--- src/rtl/axil_regfile_slave.sv ---
// AXI4-Lite slave exposing NUM_REGS DATA_WIDTH-bit read/write registers.
//
// Ports:
//   ACLK, ARESETN                   clock, async active-low reset
//   S_AXI_AW*  / S_AXI_W*           write address / write data channels
//   S_AXI_B*                        write response channel
//   S_AXI_AR*  / S_AXI_R*           read address / read data channels
//
// Build option: define AXIL_REGFILE_DECERR_EN to answer out-of-range
// accesses with DECERR instead of OKAY (no write, RDATA=0 either way).
`timescale 1ns/1ps

module axil_regfile_slave #(
  parameter int unsigned DATA_WIDTH = 32,
  parameter int unsigned ADDR_WIDTH = 32,
  parameter int unsigned NUM_REGS   = 16
) (
  input  logic                    ACLK,
  input  logic                    ARESETN,
  input  logic [ADDR_WIDTH-1:0]   S_AXI_AWADDR,
  input  logic                    S_AXI_AWVALID,
  output logic                    S_AXI_AWREADY,
  input  logic [DATA_WIDTH-1:0]   S_AXI_WDATA,
  input  logic [DATA_WIDTH/8-1:0] S_AXI_WSTRB,
  input  logic                    S_AXI_WVALID,
  output logic                    S_AXI_WREADY,
  output logic [1:0]              S_AXI_BRESP,
  output logic                    S_AXI_BVALID,
  input  logic                    S_AXI_BREADY,
  input  logic [ADDR_WIDTH-1:0]   S_AXI_ARADDR,
  input  logic                    S_AXI_ARVALID,
  output logic                    S_AXI_ARREADY,
  output logic [DATA_WIDTH-1:0]   S_AXI_RDATA,
  output logic [1:0]              S_AXI_RRESP,
  output logic                    S_AXI_RVALID,
  input  logic                    S_AXI_RREADY
);

  localparam int unsigned STRB_W   = DATA_WIDTH / 8;
  localparam int unsigned ADDR_LSB = $clog2(STRB_W);
  localparam int unsigned IDX_W    = $clog2(NUM_REGS);
  localparam int unsigned SPAN     = NUM_REGS * STRB_W;

  localparam logic [1:0] RESP_OKAY = 2'b00;
`ifdef AXIL_REGFILE_DECERR_EN
  localparam logic [1:0] RESP_OOR  = 2'b11;
`else
  localparam logic [1:0] RESP_OOR  = 2'b00;
`endif

  // Write channel sequencing: which of AW/W is held, commit, response
  typedef enum logic [2:0] {
    W_IDLE,
    W_AW,
    W_W,
    W_BOTH,
    W_RESP
  } wstate_t;

  wstate_t                 wstate;
  wstate_t                 wnext_c;
  logic                    commit_c;
  logic                    aw_hs_c;
  logic                    w_hs_c;
  logic                    ar_hs_c;
  logic                    rvalid_nx_c;

  logic                    awready_q;
  logic                    wready_q;
  logic                    bvalid_q;
  logic [1:0]              bresp_q;
  logic                    arready_q;
  logic                    rvalid_q;
  logic [1:0]              rresp_q;
  logic [DATA_WIDTH-1:0]   rdata_q;

  logic [ADDR_WIDTH-1:0]   awaddr_q;
  logic [DATA_WIDTH-1:0]   wdata_q;
  logic [STRB_W-1:0]       wstrb_q;
  logic [DATA_WIDTH-1:0]   regs [NUM_REGS];

  logic                    aw_in_range;
  logic [IDX_W-1:0]        aw_idx;
  logic                    ar_in_range_c;
  logic [IDX_W-1:0]        ar_idx_c;

  assign aw_hs_c = S_AXI_AWVALID & awready_q;
  assign w_hs_c  = S_AXI_WVALID & wready_q;
  assign ar_hs_c = S_AXI_ARVALID & arready_q;

  assign aw_in_range   = awaddr_q < ADDR_WIDTH'(SPAN);
  assign aw_idx        = awaddr_q[ADDR_LSB +: IDX_W];
  assign ar_in_range_c = S_AXI_ARADDR < ADDR_WIDTH'(SPAN);
  assign ar_idx_c      = S_AXI_ARADDR[ADDR_LSB +: IDX_W];

  // Write next-state logic
  always_comb begin
    wnext_c  = wstate;
    commit_c = 1'b0;
    case (wstate)
      W_IDLE: begin
        if (aw_hs_c && w_hs_c) wnext_c = W_BOTH;
        else if (aw_hs_c)      wnext_c = W_AW;
        else if (w_hs_c)       wnext_c = W_W;
      end
      W_AW:   if (w_hs_c)  wnext_c = W_BOTH;
      W_W:    if (aw_hs_c) wnext_c = W_BOTH;
      W_BOTH: begin
        commit_c = 1'b1;
        wnext_c  = W_RESP;
      end
      W_RESP: if (S_AXI_BREADY) wnext_c = W_IDLE;
      default: wnext_c = W_IDLE;
    endcase
  end

  // Write state, readies and response; readies follow the next state
  always_ff @(posedge ACLK or negedge ARESETN) begin
    if (!ARESETN) begin
      wstate    <= W_IDLE;
      awready_q <= 1'b0;
      wready_q  <= 1'b0;
      bvalid_q  <= 1'b0;
      bresp_q   <= RESP_OKAY;
      awaddr_q  <= '0;
      wdata_q   <= '0;
      wstrb_q   <= '0;
    end else begin
      wstate    <= wnext_c;
      awready_q <= (wnext_c == W_IDLE) || (wnext_c == W_W);
      wready_q  <= (wnext_c == W_IDLE) || (wnext_c == W_AW);
      bvalid_q  <= (wnext_c == W_RESP);
      if (commit_c) bresp_q <= aw_in_range ? RESP_OKAY : RESP_OOR;
      if (aw_hs_c)  awaddr_q <= S_AXI_AWADDR;
      if (w_hs_c) begin
        wdata_q <= S_AXI_WDATA;
        wstrb_q <= S_AXI_WSTRB;
      end
    end
  end

  // Register array with byte-strobed commit
  always_ff @(posedge ACLK or negedge ARESETN) begin
    if (!ARESETN) begin
      for (int unsigned i = 0; i < NUM_REGS; i++) regs[IDX_W'(i)] <= '0;
    end else if (commit_c && aw_in_range) begin
      for (int unsigned b = 0; b < STRB_W; b++) begin
        if (wstrb_q[b]) regs[aw_idx][8*b +: 8] <= wdata_q[8*b +: 8];
      end
    end
  end

  // Read valid next value; ARREADY mirrors its complement
  always_comb begin
    rvalid_nx_c = rvalid_q;
    if (ar_hs_c)                    rvalid_nx_c = 1'b1;
    else if (rvalid_q && S_AXI_RREADY) rvalid_nx_c = 1'b0;
  end

  // Read capture; same-edge commits are not visible (pre-write value)
  always_ff @(posedge ACLK or negedge ARESETN) begin
    if (!ARESETN) begin
      arready_q <= 1'b0;
      rvalid_q  <= 1'b0;
      rresp_q   <= RESP_OKAY;
      rdata_q   <= '0;
    end else begin
      arready_q <= !rvalid_nx_c;
      rvalid_q  <= rvalid_nx_c;
      if (ar_hs_c) begin
        rdata_q <= ar_in_range_c ? regs[ar_idx_c] : '0;
        rresp_q <= ar_in_range_c ? RESP_OKAY : RESP_OOR;
      end
    end
  end

  assign S_AXI_AWREADY = awready_q;
  assign S_AXI_WREADY  = wready_q;
  assign S_AXI_BVALID  = bvalid_q;
  assign S_AXI_BRESP   = bresp_q;
  assign S_AXI_ARREADY = arready_q;
  assign S_AXI_RVALID  = rvalid_q;
  assign S_AXI_RRESP   = rresp_q;
  assign S_AXI_RDATA   = rdata_q;

endmodule

--- config.mk ---
export PLATFORM = sky130hd
export DESIGN_NAME = axil_regfile_slave
export DESIGN_NICKNAME = d
export VERILOG_FILES = /design/src/rtl/axil_regfile_slave.sv
export SDC_FILE = /design/constraint.sdc
export NUM_CORES = 1
export LEC_CHECK = 0
export ABC_AREA = 1
export CAP_MARGIN = 40
export CORE_ASPECT_RATIO = 0.9
export CORE_MARGIN = 3
export CORE_UTILIZATION = 65
export DETAILED_ROUTE_END_ITERATION = 8
export PLACE_DENSITY = 0.83
export SYNTH_ARGS = -nofsm -noshare
export SYNTH_HDL_FRONTEND = slang
export SYNTH_SLANG_ARGS = --single-unit
--- constraint.sdc ---
create_clock -name ACLK -period 2.43 [get_ports ACLK]
set_clock_uncertainty 0.1 [all_clocks]
set_input_delay 0.243 -clock ACLK [delete_from_list [all_inputs] [get_ports ACLK]]
set_output_delay 0.243 -clock ACLK [all_outputs]
set_load 0.005 [all_outputs]
==> flow_summary_export.csv <==
group,metric,value,unit
route,vias,29500,
clock_tree,htree_num_levels,2,
timing,period_minus_slack,2.35,ns
global_routing,grt_pass1_wl,150,mm
die,io_pins,148,
logic_synthesis,avgSynthCellArea,7.78,µm²
logic_synthesis,synth_area,30300,µm²
global_routing,antenna_found_initial,1,
die,die_area,49300,µm²
pwr,p_per_area,824,nW/µm²
route,first_pass_iters,7,
logic_synthesis,ys_warn_count,0,
logic_synthesis,ys_seq_area_share,51.0,%
worst_setup_path,required,2.85,ns
place,dp_hpwl,56.8,mm
die,num_rows,74,
clock_tree,clkLatencyLatePin,0.63,ns
timing,setup_viol,0,
finish,drive_above_1_share,7.79,%
worst_setup_path,crit_type,"reg2reg",
route,detail-route-antenna-nets,0,
route,drt_iter0_drc,4185,
route,drc,0,
pwr,power_leakage,17.3,nW
timing,fmax,0.426,GHz
global_routing,grt_max_degree,122,
logic_synthesis,yosys_register_bits,618,
place,gp_congestion,0.891,
logic_synthesis,ys_types,24,
hold_path,hold_path.class,"in2async",
timing,fin_tns_setup,0,ns
die,core_area,45700,µm²
finish,antenna_cells,0,
clock_tree,numCtsBuffers,60,
clock_tree,cts_buffer_depth,3,
timing,hold_violations,0,
die,die_w,234,µm
run_status,status,"complete, no violations",
logic_synthesis,synth_cells,3902,
route,vias_per_cell,6.52,
finish,syn2layout_area_growth,13.8,%
worst_setup_path,rr_startpoint,"wstate[2]$_DFF_PN0_",
clock_tree,root_buffer,"clkbuf_16",
clock_tree,cts.clk_slew.worst_paths,0.06,ns
clock_tree,clock-sinks,618,
route,wire_per_inst,20.8,µm
flow_run,drv_cap,0,
global_routing,grt_util_all_layers,38.1,%
pwr,irDropWorstVdd,896,µV
die,start_util,66.4,%
timing,post-route-period-util,96.5,%
worst_setup_path,cp-end-kind,"flip-flop",
worst_setup_path,startpoint,"wstate[2]$_DFF_PN0_",
route,wirelength,94.0,mm
timing,rsz0062_at_grt,"true",
timing,fin_ws,0.0847,ns
worst_setup_path,start_kind,"flip-flop",
place,dp_worst_setup_slack,0.0217,ns
worst_setup_path,path_max_fanout,21,
global_routing,grt_overflow_total,0,
worst_setup_path,cp.arrival,2.76,ns
timing,slew_headroom,35.1,%
finish,final_nets,3974,
place,port_buffers,139,
timing,tightest_slew,0.973,ns
global_routing,first_global_vias,28700,
die,die_h,211,µm
clock_tree,cts_tree,"yes",
finish,fillCellCount,3265,
timing,drv_slew,0,
## area by class of cell
class	count	area, µm²	share of cell area (%)
Clock buffer	97	1800	5.22
Clock inverter	12	168	0.486
Inverter	31	124	0.359
Multi-Input combinational cell	2894	13300	38.6
Sequential cell	618	15500	44.8
Tap cell	608	761	2.20
Timing Repair Buffer	262	2870	8.31
## cell usage in the layout (no fill, tap or decap), types with 4 or more instances in the layout
cell | synthesis | routed
inv_1 | 28 | 26
clkbuf_1 | 248 | 22
buf_12 | 0 | 44
o21ai_0 | 4 | 4
bufinv_16 | 0 | 4
buf_4 | 14 | 78
clkbuf_8 | 0 | 14
nand3_1 | 547 | 519
nand2_1 | 1720 | 1719
nand4_1 | 515 | 515
clkinv_2 | 0 | 6
nor2_2 | 0 | 17
clkdlybuf4s50_1 | 0 | 135
conb_1 | 1 | 4
dfrtp_1 | 618 | 614
clkbuf_16 | 0 | 61
mux2_2 | 36 | 36
dfrtp_4 | 0 | 4
nand3_2 | 0 | 28
nor2_1 | 59 | 42
## cell usage after synthesis
cell type     n  area, µm²
buf_6        22        248
or2_2         1       6.26
a21oi_1       1       5.00
dfrtp_1     618      15500
conb_1        1       3.75
nor3_1        1       5.00
clkinv_1      1       3.75
nand2_1    1720       6460
o31ai_1       2       15.0
buf_4        14        105
inv_2         2       7.51
o211ai_1      1       7.51
buf_2        49        245
inv_1        28        105
o21ai_0       4       20.0
and2_1        1       6.26
nand4_1     515       3220
or2_1         1       6.26
mux2_2       36        405
buf_1        29        109
clkbuf_1    248        931
nand3_1     547       2740
nor2_1       59        221
nor2_4        1       11.3
## sequential cells by signal (all words and copies together) (netlist names)
| signal | cells |
|---|---|
| wdata_q | 32 |
| S_AXI_BVALID | 1 |
| wstate | 3 |
| S_AXI_WREADY | 1 |
| S_AXI_RVALID | 1 |
| wstrb_q | 4 |
| S_AXI_RDATA | 32 |
| S_AXI_ARREADY | 1 |
| S_AXI_AWREADY | 1 |
| awaddr_q | 30 |
| regs | 512 |
## power breakdown
| group | leakage (nW) | total [mW] | internal (mW) | switching (mW) |
|---|---|---|---|---|
| registers | 8.49 | 13.5 | 10.9 | 2.59 |
| logic | 7.82 | 5.51 | 1.63 | 3.88 |
| clock network | 0.967 | 9.49 | 5.46 | 4.04 |
| total | 17.3 | 28.5 | 18.0 | 10.5 |
## worst paths after layout
path	endpoint	slack [ns]	depth (start not counted)
min in group ACLK	awaddr_q[18]$_DFFE_PN0P_	0.04	3
hold reg to reg	regs[334]$_DFFE_PN0P_	0.37	2
setup reg to reg	regs[49]$_DFFE_PN0P_	0.08	10
max in group asynchronous	regs[154]$_DFFE_PN0P_	1.20	3
setup / recovery	regs[49]$_DFFE_PN0P_	0.08	10
hold / removal	wdata_q[6]$_DFFE_PN0P_	0.04	2
## logic make-up (layout without fill, tap and decap cells)
group | after synthesis | count (layout) | share of synthesized area, %
other | 1 | 4 | 0.0124
AND/OR/NAND/NOR | 2846 | 2846 | 41.8
multiplexers | 36 | 36 | 1.34
AO/OA/AOI/OAI | 8 | 8 | 0.157
buffers and inverters | 393 | 402 | 5.78
flip-flops | 618 | 618 | 51.0
## per-stage QoR
stage / power, mW / std cells / utilization (%) / hold slack (ns) / cell area (µm²)
after floorplan: 15.6 / 3905 / - / -0.153 / 30400
after global placement: 18.4 / 4412 / 70.9 / 0.139 / 32400
after detailed placement: 18.7 / 4412 / 70.9 / 0.137 / 32400
after CTS: 28.0 / 4522 / 75.2 / 0.0260 / 34400
after global routing: 29.3 / 4522 / 75.5 / 0.0527 / 34500
final: 28.5 / 4522 / 75.5 / 0.0404 / 34500
## repair_timing
action / 4_1_cts / 5_1_grt
resized for setup: 0 / 29
setup buffers: 0 / 0
hold buffers: 1 / 0
endpoints found under the setup margin: 0 / 116
hold endpoints to repair: 285 / 0
## critical path, cell delays in order (launching register included)
cell	delay [ns]
dfrtp_1	0.39
inv_2	0.08
nand3_1	0.12
nor2_1	0.19
nand2_1	0.11
nor2_4	0.13
buf_12	0.22
buf_4	0.29
nand3_1	0.35
nand2_1	0.17
nand2_1	0.06
## routing by layer
| metal | vias up | share of wire, % | GRT usage [%] |
|---|---|---|---|
| met4 | 2 | 5.7 | 21.6 |
| met2 | 1990 | 46 | 60.0 |
| li1 | 13000 | - | - |
| met3 | 383 | 12 | 7.56 |
| met5 | - | 0.014 | 0 |
| met1 | 14100 | 36 | 49.9 |
No activity file was read; power rests on OpenSTA's default activity.
